==> src/rtl/log_lut_ctrl.sv <==
// log_lut_ctrl: loads the log-coefficient LUT from a host stream and gates samples through log_block.
module log_lut_ctrl #(
  parameter int DEPTH  = 128,
  parameter int ADDR_W = 7,
  parameter int DATA_W = 52,
  parameter int U_W    = 48,
  parameter int E_W    = 31,
  parameter int LAT    = 2
) (
  input  logic              clk,
  input  logic              rst,
  input  logic              cfg_start,
  input  logic              cfg_valid,
  output logic              cfg_ready,
  input  logic [DATA_W-1:0] cfg_data,
  output logic              lut_ok,
  output logic              mem_we,
  output logic [ADDR_W-1:0] mem_addr,
  output logic [DATA_W-1:0] mem_wdata,
  output logic              addr_sel,
  input  logic              u_valid,
  output logic              u_ready,
  input  logic [U_W-1:0]    u_in,
  output logic [U_W-1:0]    log_u0,
  output logic              zero_sub,
  input  logic [E_W-1:0]    e_in,
  output logic              e_valid,
  output logic [E_W-1:0]    e_out
);
  typedef enum logic [1:0] {IDLE, LOAD, RUN, DRAIN} state_t;
  state_t            state;
  logic [ADDR_W-1:0] cnt;
  logic [LAT:0]      vsr;
  logic              accept;
  // a sample offered alongside a reload request is refused so the drain sees a closed input
  assign accept = u_valid & u_ready & (state == RUN) & ~cfg_start;
  always_ff @(posedge clk or posedge rst) begin
    if (rst) begin
      state     <= IDLE;
      cnt       <= '0;
      cfg_ready <= 1'b0;
      lut_ok    <= 1'b0;
      mem_we    <= 1'b0;
      mem_addr  <= '0;
      mem_wdata <= '0;
      addr_sel  <= 1'b1;
      u_ready   <= 1'b0;
      log_u0    <= '0;
      zero_sub  <= 1'b0;
      vsr       <= '0;
      e_valid   <= 1'b0;
      e_out     <= '0;
    end else begin
      mem_we   <= 1'b0;
      zero_sub <= 1'b0;
      vsr      <= {vsr[LAT-1:0], accept};
      e_valid  <= vsr[LAT];
      if (vsr[LAT]) e_out <= e_in;
      if (accept) begin
        log_u0   <= (u_in == '0) ? U_W'(1) : u_in;
        zero_sub <= (u_in == '0);
      end
      case (state)
        IDLE: if (cfg_start) begin
          state     <= LOAD;
          cnt       <= '0;
          cfg_ready <= 1'b1;
          addr_sel  <= 1'b1;
        end
        LOAD: if (cfg_valid && cfg_ready) begin
          mem_we    <= 1'b1;
          mem_addr  <= cnt;
          mem_wdata <= cfg_data;
          cnt       <= cnt + 1'b1;
          if (cnt == ADDR_W'(DEPTH - 1)) begin
            state     <= RUN;
            lut_ok    <= 1'b1;
            cfg_ready <= 1'b0;
            addr_sel  <= 1'b0;
            u_ready   <= 1'b1;
          end
        end
        RUN: if (cfg_start) begin
          state   <= DRAIN;
          u_ready <= 1'b0;
        end
        DRAIN: if (vsr == '0) begin
          state     <= LOAD;
          cnt       <= '0;
          lut_ok    <= 1'b0;
          cfg_ready <= 1'b1;
          addr_sel  <= 1'b1;
        end
        default: state <= IDLE;
      endcase
    end
  end
endmodule

==> config.mk <==
export PLATFORM = sky130hd
export DESIGN_NAME = log_lut_ctrl
export DESIGN_NICKNAME = d
export VERILOG_FILES = /design/src/rtl/log_lut_ctrl.sv
export SDC_FILE = /design/constraint.sdc
export NUM_CORES = 1
export LEC_CHECK = 0
export BUFFER_PORTS_ARGS = -buffer_cell sky130_fd_sc_hd__buf_2
export CAP_MARGIN = 30
export CORE_UTILIZATION = 42
export DETAILED_ROUTE_END_ITERATION = 7
export GPL_TIMING_DRIVEN = 1
export HOLD_SLACK_MARGIN = 0.06
export PLACE_DENSITY_LB_ADDON = 0.3
export SYNTH_ARGS = -nofsm -noshare
export SYNTH_HDL_FRONTEND = slang
export SYNTH_SLANG_ARGS = --single-unit
==> constraint.sdc <==
create_clock -name clk -period 4.5 [get_ports clk]
set_input_delay 0 -clock clk [delete_from_list [all_inputs] [get_ports clk]]
set_output_delay 0 -clock clk [all_outputs]
set_load 0.05 [all_outputs]
Word-level counts from Yosys, hierarchy flattened
Index checks and enable logic that the tools add are counted.
Storage, ports and cells
  register bits: 157
  input bits: 136
  output and inout bits: 145
  logic and storage cells: 66
Operators by class
  $add $sub $neg: 1
  eq/ne operators: 9
  muxes and demuxes: 25
  bitwise gates (word level): 4
  reductions and logical operators: 13
Operators with widths (count)
  $logic_not A48 Y1: 1
  $mux W48: 1
  $mux W7: 3
  $pmux W7 S3: 1
  $reduce_and A4 Y1: 3
  $mux W1: 11
  $mux W2: 5
  $ne A2 B2 Y1 const B: 5
  $reduce_and A5 Y1: 2
  $pmux W2 S4: 1
  $add A7 B1 Y7 const B: 1
  $eq A7 B7 Y1 const B: 1
  $eq A2 B2 Y1 const B: 2
  $pmux W1 S2: 2
  $reduce_bool A2 Y1: 2
  $and A1 B1 Y1: 3
  $logic_not A3 Y1: 1
  $pmux W1 S3: 1
  $reduce_bool A3 Y1: 1
  $eq A2 B1 Y1 const B: 1
  $logic_not A2 Y1: 1
  $reduce_and A2 Y1: 1
  $logic_and A1 B1 Y1: 1
  $not A1 Y1: 1

Longest topological paths before layout
  depth after elaboration: 4
  depth in mapped cells: 7

Worst setup path after synthesis
OpenSTA, ideal clock, no wires.
  path kind: reg-to-reg
  start point: reg cfg_ready
  end point: reg state[1]
  library setup time: 0.125 ns
  arrival: 1.596 ns
  path slack: 2.779 ns
  stages on the path, launching flop included: 5
  path buffers: 0
  clock period less this slack: 1.721 ns
  cells stage by stage: dfrtp_1 nand4_1 o21ai_0 o211ai_1 mux2_2
On the way
  longest elaborated chain between the ends: 3
Ends and longest elaborated chain
  from (decl): RTL line 14  | output logic cfg_ready,
  from (signal assigned): RTL line 41  | cfg_ready <= 1'b0;
  from (signal assigned): RTL line 67  | cfg_ready <= 1'b1;
  from (signal assigned): RTL line 78  | cfg_ready <= 1'b0;
  $logic_and A1 B1 Y1: RTL line 70  | LOAD: if (cfg_valid && cfg_ready) begin
  $ne A2 B2 Y1 (no line)
  $reduce_and A5 Y1 (no line)
  to (signal assigned): RTL line 65  | state <= LOAD;
  to (signal assigned): RTL line 76  | state <= RUN;
  to (signal assigned): RTL line 84  | state <= DRAIN;
  to (decl): RTL line 31  | state_t state;
No other way between the ends.
A chain may end at the register's enable or synchronous reset.

Worst setup path in the final report
  start point: reg state[0]
  end point: reg log_u0[0]
On the way
  longest elaborated chain between the ends: 3
Ends and longest elaborated chain
  from (signal assigned): RTL line 39  | state <= IDLE;
  from (signal assigned): RTL line 65
  from (signal assigned): RTL line 76
  $eq A2 B2 Y1: RTL line 36  | assign accept = u_valid & u_ready & (state == RUN) & ~cfg_start;
  $and A1 B1 Y1 (2 in series): RTL line 36
  to (signal assigned): RTL line 60  | log_u0 <= (u_in == '0) ? U_W'(1) : u_in;
  to (decl): RTL line 24  | output logic [U_W-1:0] log_u0,
No other way between the ends.

==> impl_metrics.json <==
{
  "outcome": "finished clean",
  "cp_cell_sequence": "inv_1 -> ha_1 -> nand4b_1 -> buf_4 -> inv_1 -> buf_4 -> mux2i_1 -> o21ai_0",
  "yosysTopAreaCellShare_pct": 63.3,
  "grt_pass1_vias": 5585,
  "r2r_slack_ns": 1.78,
  "finalCriticalPeriod_ns": 2.72,
  "nNetsFinal": 1058,
  "start_util_pct": 43.8,
  "slew_viol_final": 0,
  "rows": 43,
  "critPathMaxFanout": 49,
  "synthArstFlopShare_pct": 100,
  "cts_resized": 0,
  "vias_per_cell": 4.86,
  "finalSetupViolations": 0,
  "hold_violations": 0,
  "coreArea_um2": 14100,
  "routed_wl_um": 17200,
  "regArea_um2": 3930,
  "grtUsageTotal_pct": 22.8,
  "rr_startpoint": "state[0]",
  "slew_headroom_pct": 54.3,
  "ys_ff_latch": 157,
  "finalSetupTns_ns": 0,
  "crit_path_top_delay_cell": "inv_1",
  "die_w_um": 123,
  "synthAdderAreaFrac_pct": 1.22,
  "synth_flop_cell": "dfrtp_1",
  "cp-end-kind": "flop",
  "hpwlAfterDp_um": 10700,
  "wl_per_cell_um": 15.5,
  "syn_to_final_growth_pct": 57.6,
  "p_per_area_nw_per_um2": 415,
  "fin_crit_sh_pct": 60.5,
  "num_vias": 5389,
  "drive_above_1_share_pct": 44.2,
  "max_cap_viol_count": 0,
  "arrival_ns": 3.01,
  "critPathMaxStageDelay_ns": 0.57,
  "dp_cells": 944,
  "synthCells": 499,
  "yosys_warnings": 0,
  "synth_edf_count": 0,
  "muxShareOfSynthArea_pct": 16.7,
  "pin_count": 281,
  "synth-simple-area-share_pct": 13.5,
  "cp.required_ns": 4.79,
  "synth_compound_area_share_pct": 2.78,
  "worst_pin_slew_ns": 0.680,
  "final_cell_area_um2": 9730,
  "reg2reg_to": "log_u0[0]",
  "cts_htree_levels": 4,
  "synth_top_family_by_area": "multiplexers",
  "fin_cells": 1109,
  "cts_tree": "yes",
  "synthesis.area_um2": 6170,
  "vdd_drop_max_mv": 0.218,
  "skew_ns": 0.00813,
  "hold_class": "input port to asynchronous set/reset pin",
  "total_leakage_power_nw": 5.18,
  "grt_first_pass_wirelength_um": 26500,
  "drt-pass1-iter-count": 4,
  "ant_nets": 0,
  "synth_cell_types": 34,
  "syn_area_per_cell_um2": 12.4,
  "path_class": "flop to flop",
  "syn_nets": 641,
  "grt_overflow_total": 0,
  "antenna_found_initial": 0,
  "synth_top_area_cell": "dfrtp_1",
  "hold_slack_ns": 0.129,
  "yosys-top-cells-area": "dfrtp_1 63%, mux2_2 16%, nand2_1 9.2%",
  "cts.sinks": 157,
  "ys_seq_area_share_pct": 63.7,
  "die-area_um2": 15200,
  "drtIter0Drc": 207,
  "cts.reportedPaths.clkPinSlew_ns": 0.06,
  "cts-root-buf": "clkbuf_16",
  "die_h_um": 123,
  "drc": 0,
  "multi_input_comb_area_um2": 2120,
  "rr_worst_depth": 8,
  "rsz0062_at_grt": "no",
  "numCtsBuffers": 17,
  "grt_max_degree": 89,
  "port_buffers": 280,
  "fin_total_pwr_w": 0.00403,
  "synth-xor-area-share_pct": 0.142,
  "dpl_cell_area_um2": 7780,
  "clk_path_buf_depth": 2,
  "clock_latency_ns": 0.42,
  "start_kind": "flop",
  "globalplace.congestion": 0.827,
  "nFillCells": 960,
  "clock.fmax_mhz": 367
}
metal layers:
metal	vias to the layer above	wire, um	share of wire (%)	track usage (%)
met4	0	376	2.2	9.26
li1	2528	-	-	-
met1	2606	6690	39	25.2
met2	223	8790	51	40.8
met5	-	0	0	0
met3	32	1300	7.6	6.78
state kept, by name (all words and copies together) (netlist names), 2 cells and up:
name,cells
log_u0,48
mem_wdata,52
e_out,31
vsr,3
cnt,7
state,2
mem_addr,7
placed cells by master, fill, tap and decap left out, drive strengths merged, types with 2 or more instances in the layout:
cell type    count
dlygate4sd3    133
a21oi            3
o31ai            4
or3              4
nand2b           2
nor4            13
o21ai            9
nor2b            2
ha               6
nor3             4
inv              7
nand3            4
nand4            4
nand4b           2
mux2            90
clkbuf          24
nor2             3
bufinv           4
a22o             2
dfrtp          156
nand2          151
mux2i            2
buf            286
and4             2
a21o             2
clkinv           3
power breakdown:
part           internal (W)  total [W]  switching, W  leakage (nW)
Clock              0.000967    0.00149      0.000524         0.304
Sequential          0.00153    0.00161     0.0000790          2.04
Combinational      0.000355   0.000930      0.000575          2.83
Total               0.00286    0.00403       0.00118          5.18
how the worst max path moves through the flow:
stage / end / startpoint
final: log_u0[0] / state[0]
after global routing: log_u0[0] / state[0]
after CTS: log_u0[0] / state[0]
after detailed placement: log_u0[0] / state[0]
after global placement: log_u0[0] / state[0]
after floorplan: cfg_ready / rst
final cells by class:
type | count | area share, %
Clock buffer | 24 | 4.95
Inverter | 7 | 0.322
Timing Repair Buffer | 419 | 28.8
Multi-Input combinational cell | 314 | 21.8
Clock inverter | 7 | 1.39
Sequential cell | 157 | 40.4
Antenna cell | 1 | 0.0257
Tap cell | 180 | 2.32
metrics by stage:
step | setup WS [ns] | util, %
floorplan | 0.267 | -
global placement | 1.96 | 55.0
global route | 1.57 | 69.0
detailed placement | 1.79 | 55.2
finish | 1.78 | 69.0
CTS | 1.78 | 69.0
synthesized netlist by cell type (3+ instances only):
library cell and n:
buf_2 7, nor2_1 3, ha_1 6, or3_1 4, nand3_1 4, nor4_1 12
mux2_2 90, nor3_1 4, nand2_1 151, inv_1 7, a21oi_1 3, o31ai_1 3
o21ai_0 9, clkbuf_1 12, nand4_1 4, dfrtp_1 156
worst max-delay path: cells and delay by family (launching register included):
kind,cells,cell delay (ns)
AO/OA/AOI/OAI,1,0.09
AND/OR/NAND/NOR,1,0.14
buffers and inverters,4,1.39
adder cells (fa/ha/maj),1,0.32
flip-flops,1,0.42
multiplexers,1,0.21
cells by family after synthesis:
family	count (synthesis)
adders and majority gates	6
DFF	157
muxes	92
xor gates and xnor gates	1
buffers and inverters	28
AOI/OAI and AO/OA	24
and+or+nand+nor	191
timing repair:
action	in CTS	in global routing
hold endpoints to repair	252	0
hold buffers	133	0
buffers inserted	0	0
Power figures use the tool's default switching activity.
